**config.mk**
```make
export PLATFORM = sky130hd
export DESIGN_NAME = fifo_port_arbiter
export DESIGN_NICKNAME = d
export VERILOG_FILES = /design/src/rtl/fifo_arb_pkg.sv /design/src/rtl/rr_arb2.sv /design/src/rtl/fifo_port_arbiter.sv
export SDC_FILE = /design/constraint.sdc
export NUM_CORES = 1
export LEC_CHECK = 0
export CAP_MARGIN = 40
export CORE_MARGIN = 2
export CORE_UTILIZATION = 33
export CTS_BUF_LIST = sky130_fd_sc_hd__clkbuf_16
export DETAILED_ROUTE_END_ITERATION = 10
export PLACE_DENSITY = 0.72
export SYNTH_ARGS = -nofsm -noshare
export SYNTH_HDL_FRONTEND = slang
export SYNTH_HIERARCHICAL = 1
export SYNTH_SLANG_ARGS = --single-unit
export TNS_END_PERCENT = 1
```
**constraint.sdc**
```tcl
create_clock -name clk -period 1.8 [get_ports clk]
set_input_delay 0.18 -clock clk [delete_from_list [all_inputs] [get_ports clk]]
set_output_delay 0.18 -clock clk [all_outputs]
set_load 0.02 [all_outputs]
```
**src/rtl/fifo_arb_pkg.sv**
```systemverilog
// Shared types and constants for the two-port register-access arbiter.
package fifo_arb_pkg;

  typedef enum logic [1:0] {
    ST_IDLE  = 2'd0,
    ST_ISSUE = 2'd1,
    ST_WAIT  = 2'd2,
    ST_RESP  = 2'd3
  } arb_state_e;

  localparam logic [1:0] ADDR_FIFO = 2'd0;
  localparam logic [1:0] ADDR_STAT = 2'd1;
  localparam logic [1:0] ADDR_MEM  = 2'd2;

  // Write data bit that clears the FIFO when written to the STAT register.
  localparam int STAT_CLR_BIT = 4;

  // A transaction is refused when it targets the unmapped address, writes the
  // read-only MEM window, or would overflow/underflow the downstream FIFO.
  function automatic logic txn_illegal(input logic [1:0] addr,
                                       input logic       write,
                                       input logic       at_full,
                                       input logic       at_empty);
    logic bad;
    bad = 1'b0;
    if (addr == 2'd3)                         bad = 1'b1;
    if (write && (addr == ADDR_MEM))          bad = 1'b1;
    if (write && (addr == ADDR_FIFO) && at_full)   bad = 1'b1;
    if (!write && (addr == ADDR_FIFO) && at_empty) bad = 1'b1;
    return bad;
  endfunction

endpackage

```
**src/rtl/rr_arb2.sv**
```systemverilog
// Two-way round-robin pick. The requester not served last has priority;
// priority only moves when the owner accepts the grant (advance).
module rr_arb2 (
  input  logic       clk,
  input  logic       rst,
  input  logic [1:0] req,
  input  logic       advance,
  output logic [1:0] grant
);

  logic prio;
  logic other;

  assign other = ~prio;

  // One-hot pick: the priority holder wins if requesting, else the other one.
  always_comb begin
    grant = 2'b00;
    if (req[prio])
      grant[prio] = 1'b1;
    else if (req[other])
      grant[other] = 1'b1;
  end

  // After serving requester 0 priority goes to 1, and vice versa.
  always_ff @(posedge clk or posedge rst) begin
    if (rst)
      prio <= 1'b0;
    else if (advance && (grant != 2'b00))
      prio <= grant[0];
  end

endmodule

```
**src/rtl/fifo_port_arbiter.sv**
```systemverilog
// Arbitrates two requesters onto a single register port and keeps a shadow
// occupancy count of the downstream FIFO so illegal accesses never reach it.
//
//   state    | meaning
//   ---------+-------------------------------------------------------------
//   ST_IDLE  | waiting for a request; winner gets req_ready, fields latched
//   ST_ISSUE | one-cycle bus strobe (suppressed for illegal transactions)
//   ST_WAIT  | strobes low, address held, read data captured at end
//   ST_RESP  | one-cycle rsp_valid to the latched requester
module fifo_port_arbiter
  import fifo_arb_pkg::*;
#(
  parameter  int FIFO_DEPTH = 16,
  parameter  int NUM_REQ    = 2,
  localparam int LVL_W      = $clog2(FIFO_DEPTH + 1)
) (
  input  logic                    clk,
  input  logic                    rst,
  input  logic [NUM_REQ-1:0]      req_valid,
  input  logic [NUM_REQ-1:0][1:0] req_addr,
  input  logic [NUM_REQ-1:0]      req_write,
  input  logic [NUM_REQ-1:0][7:0] req_wdata,
  output logic [NUM_REQ-1:0]      req_ready,
  output logic [NUM_REQ-1:0]      rsp_valid,
  output logic [7:0]              rsp_rdata,
  output logic                    rsp_err,
  output logic                    bus_enable,
  output logic                    bus_write,
  output logic                    bus_read,
  output logic [1:0]              bus_addr,
  output logic [7:0]              bus_wdata,
  input  logic [7:0]              bus_rdata,
  output logic [LVL_W-1:0]        fifo_level
);

  arb_state_e state_q, state_d;

  logic [1:0] grant;
  logic       win_idx;
  logic       take;

  logic       lat_idx;
  logic [1:0] lat_addr;
  logic       lat_write;
  logic [7:0] lat_wdata;
  logic       err_q;
  logic [7:0] rdata_q;

  logic       at_full;
  logic       at_empty;
  logic       txn_err;

  rr_arb2 u_rr_arb2 (
    .clk     (clk),
    .rst     (rst),
    .req     (req_valid),
    .advance (take),
    .grant   (grant)
  );

  assign take    = (state_q == ST_IDLE) && (grant != 2'b00);
  assign win_idx = grant[1];

  assign at_full  = (fifo_level == LVL_W'(FIFO_DEPTH));
  assign at_empty = (fifo_level == '0);

  // Level does not move between IDLE and the end of ISSUE, so the check made
  // here from the latch is the one that applies to the strobe.
  assign txn_err = txn_illegal(lat_addr, lat_write, at_full, at_empty);

  // State register.
  always_ff @(posedge clk or posedge rst) begin
    if (rst)
      state_q <= ST_IDLE;
    else
      state_q <= state_d;
  end

  // Next state and all port outputs; req_ready is masked while rst is high
  // because the arbiter's grant is combinational on req_valid.
  always_comb begin
    state_d    = state_q;
    req_ready  = '0;
    rsp_valid  = '0;
    rsp_rdata  = 8'h00;
    rsp_err    = 1'b0;
    bus_enable = 1'b0;
    bus_write  = 1'b0;
    bus_read   = 1'b0;
    bus_addr   = 2'b00;
    bus_wdata  = 8'h00;
    case (state_q)
      ST_IDLE: begin
        if (!rst)
          req_ready = grant;
        if (take)
          state_d = ST_ISSUE;
      end
      ST_ISSUE: begin
        if (!txn_err) begin
          bus_enable = 1'b1;
          bus_write  = lat_write;
          bus_read   = ~lat_write;
          bus_addr   = lat_addr;
          bus_wdata  = lat_wdata;
        end
        state_d = ST_WAIT;
      end
      ST_WAIT: begin
        bus_addr = lat_addr;
        state_d  = ST_RESP;
      end
      ST_RESP: begin
        rsp_valid[lat_idx] = 1'b1;
        rsp_rdata          = rdata_q;
        rsp_err            = err_q;
        state_d            = ST_IDLE;
      end
      default: state_d = ST_IDLE;
    endcase
  end

  // Capture the winner's request on the grant cycle.
  always_ff @(posedge clk or posedge rst) begin
    if (rst) begin
      lat_idx   <= 1'b0;
      lat_addr  <= 2'b00;
      lat_write <= 1'b0;
      lat_wdata <= 8'h00;
    end else if (take) begin
      lat_idx   <= win_idx;
      lat_addr  <= req_addr[win_idx];
      lat_write <= req_write[win_idx];
      lat_wdata <= req_wdata[win_idx];
    end
  end

  // Error is frozen at the end of ISSUE since the level may change there.
  always_ff @(posedge clk or posedge rst) begin
    if (rst)
      err_q <= 1'b0;
    else if (state_q == ST_ISSUE)
      err_q <= txn_err;
  end

  // Read data sampled at the end of WAIT; zero for writes and errors.
  always_ff @(posedge clk or posedge rst) begin
    if (rst)
      rdata_q <= 8'h00;
    else if (state_q == ST_WAIT)
      rdata_q <= (!err_q && !lat_write) ? bus_rdata : 8'h00;
  end

  // Shadow FIFO occupancy, updated only by legal transactions at end of ISSUE.
  always_ff @(posedge clk or posedge rst) begin
    if (rst) begin
      fifo_level <= '0;
    end else if ((state_q == ST_ISSUE) && !txn_err) begin
      if (lat_addr == ADDR_FIFO) begin
        if (lat_write)
          fifo_level <= fifo_level + LVL_W'(1);
        else
          fifo_level <= fifo_level - LVL_W'(1);
      end else if ((lat_addr == ADDR_STAT) && lat_write && lat_wdata[STAT_CLR_BIT]) begin
        fifo_level <= '0;
      end
    end
  end

endmodule

```
==> impl_metrics.tcl <==
set metrics [dict create \
    cp.arrival_ns 1.85 \
    tightest_slew_ns 0.534 \
    num_io_pins 65 \
    maxSlewViolCount 0 \
    synth.ff_latch_count 29 \
    path_max_fanout 6 \
    cts_sinks 29 \
    mostFrequentLayoutCell "clkdlybuf4s50_1" \
    root_buffer "clkbuf_16" \
    internal-power_uw 2780 \
    port-buffer-count 64 \
    min-delay-path-class "in -> async" \
    worst_clock_skew_ns 0.00705 \
    std_cell_rows 25 \
    criticalPathCategory "reg -> out" \
    numCtsBuffers 5 \
    synthCells 185 \
    grt_pass1_wl_um 6680 \
    wire_per_inst_um 11.9 \
    power.share.switching 0.399 \
    setup_ws_ns -0.231 \
    cts_tree "done" \
    setup_viol 12 \
    critical_path_required_ns 1.62 \
    regArea_um2 728 \
    ys_seq_area_frac 0.434 \
    crit_chain "or4_4 -> nor2_4 -> a21boi_4 -> and2_2 -> buf_2" \
    die_area_mm2 0.00566 \
    synth_edf_count 0 \
    grt_max_degree 29 \
    rsz0062_at_grt "yes" \
    violations "negative setup slack" \
    p_leak_uw 0.00134 \
    drt_iter0_markers 54 \
    syn_to_final_growth_pct 64.2 \
    start_kind "register" \
    vias 1604 \
    ys_types 34 \
    die_width_um 75.2 \
    diodes 0 \
    slew_headroom 0.643 \
    totalWireLength_um 4110 \
    p_switching_uw 1840 \
    initial_core_util 0.347 \
    combPwrFrac 0.596 \
    cap_violations 0 \
    routed_via_density 4.62 \
    clock_path_buffers 2 \
    synth_area_per_cell_um2 9.04 \
    crit_path_max_incr_delay_ns 0.56 \
    pwr-share-seq 0.245 \
    slowest_stage "or4_4" \
    fmaxAchievable_ghz 0.492 \
    power.density_mw_per_mm2 1680 \
    die_h_um 75.2 \
    antenna_left 0 \
    grt_pass1_vias 1489 \
    holdWs_ns 0.0767 \
    antenna_found_initial 0 \
    async_flop_share 1.00 \
    critPathCaptureType "output pin" \
    period_minus_slack_ns 2.03 \
    cts-htree-levels 2 \
    netlist_area_mm2 0.00167 \
    routabilityCongestion 0.757 \
    grt.overflow.total 0 \
    outcome "finished with violations" \
    groute.usage.overall 0.154 \
    drive_above_1_share 0.239 \
    irDropWorstVdd_v 0.000738 \
    syn_nets 227 \
    multiInputGateArea_um2 925 \
    clk_pin_slew_ns 0.05 \
    final_cell_mix "clkdlybuf4s50_1 (38), buf_4 (32), dfrtp_1 (27)" \
    dpl.hpwl_um 3010 \
    fin_nets 322 \
    hold_viol 0 \
    post-place-ws_ns -0.722 \
    yosys_warnings 6 \
    synthFlopType "dfrtp_1" \
    clock_latency_ns 0.27 \
    clkPwrFrac 0.159 \
    coreArea_mm2 0.00482 \
    nFillCells 465 \
    dr.pass1.iters 4 \
    drc 0 \
    fin_crit_sh 1.13 \
]
-- worst paths after layout --
| path | start | end | slack [ns] | cells past startpoint |
|---|---|---|---|---|
| max in group asynchronous | rst | fifo_level[1]$_DFFE_PP0P_ | 1.15 | 3 |
| setup / recovery | fifo_level[1]$_DFFE_PP0P_ | bus_wdata[0] | -0.23 | 5 |
| setup reg to reg | lat_write$_DFFE_PP0P_ | fifo_level[4]$_DFFE_PP0P_ | -0.12 | 7 |
| hold / removal | rst | u_rr_arb2/prio$_DFFE_PP0P_ | 0.08 | 2 |
| min in group clk | lat_wdata[5]$_DFFE_PP0P_ | lat_wdata[5]$_DFFE_PP0P_ | 0.47 | 2 |
| hold reg to reg | lat_wdata[5]$_DFFE_PP0P_ | lat_wdata[5]$_DFFE_PP0P_ | 0.47 | 2 |
-- critical path: cells and delay by family, from the launching register on --
kind / cells / cell delay (ns)
buffers and inverters: 1 / 0.15
DFF: 1 / 0.39
AOI/OAI and AO/OA: 1 / 0.10
and+or+nand+nor: 3 / 0.95
-- logic make-up (layout without fill, tap and decap cells) --
kind of cell	after synthesis	count (layout)	synth area share
xor gates and xnor gates	3	3	0.0157
and+or+nand+nor	65	65	0.197
muxes	12	12	0.0726
buffers and inverters	26	120	0.0606
AOI/OAI and AO/OA	42	43	0.156
adders and majority gates	8	8	0.0643
DFF	29	29	0.434
-- per-stage QoR --
| stage | TNS (ns) | instances | instance area (um^2) | power [uW] | utilization |
|---|---|---|---|---|---|
| after floorplan | -0.146 | 185 | 1690 | 2630 | - |
| after global placement | -7.13 | 338 | 2610 | 3760 | 0.542 |
| after detailed placement | -8.14 | 338 | 2610 | 3820 | 0.542 |
| final | -2.39 | 347 | 2750 | 4620 | 0.570 |
| after CTS | -2.48 | 347 | 2720 | 4590 | 0.564 |
| after global routing | -3.11 | 347 | 2750 | 5000 | 0.570 |
-- cells in the mapped netlist (2+ instances only) --
cell type	instances	area [um^2]
a21boi_1	2	15.0
a21oi_1	2	10.0
a22o_1	3	26.3
a31oi_1	2	12.5
and2_1	21	131
and3_1	2	12.5
buf_2	3	15.0
clkbuf_1	4	15.0
dfrtp_1	29	726
ha_1	7	87.6
inv_1	18	67.6
mux2i_1	11	110
nand2_1	16	60.1
nand3_1	9	45.0
nor2_1	11	41.3
nor3_1	2	10.0
o21a_1	2	15.0
o21ai_0	24	120
xor2_1	2	17.5
-- final cells by class --
cell class              count  area share
clock inverters             2     0.00273
flip-flops and latches     29       0.265
repair buffers             95       0.294
well taps                  67      0.0305
multi-input cells         131       0.337
inverters                  18      0.0255
clock buffers               5      0.0456
-- power by group through the flow --
stage | Sequential (uW) | Clock [uW] | Combinational (uW)
after floorplan | 1210 | 0 | 1420
after global placement | 1130 | 0 | 2630
after detailed placement | 1130 | 0 | 2690
after CTS | 1130 | 756 | 2700
after global routing | 1170 | 784 | 3040
final | 1130 | 736 | 2750
-- sequential cells by signal (all words and copies together), names as in the netlist --
| register | cells |
|---|---|
| err_q | 1 |
| fifo_level | 5 |
| lat_addr | 2 |
| lat_idx | 1 |
| lat_wdata | 8 |
| lat_write | 1 |
| rdata_q | 8 |
| state_q | 2 |
| u_rr_arb2/prio | 1 |
-- metal layers --
layer | global-route usage | wire length (um)
met1 | 0.191 | 1800
met2 | 0.256 | 1950
met3 | 0.0495 | 333
met4 | 0.0448 | 27
met5 | 0 | 0
-- timing repair --
item,4_1_cts,5_1_grt
cloned,1,0
endpoints found under the setup margin,29,19
pin swaps,6,1
hold buffers,0,0
resized for setup,70,9
setup buffers,1,0
No activity file was read; power rests on OpenSTA's default activity.
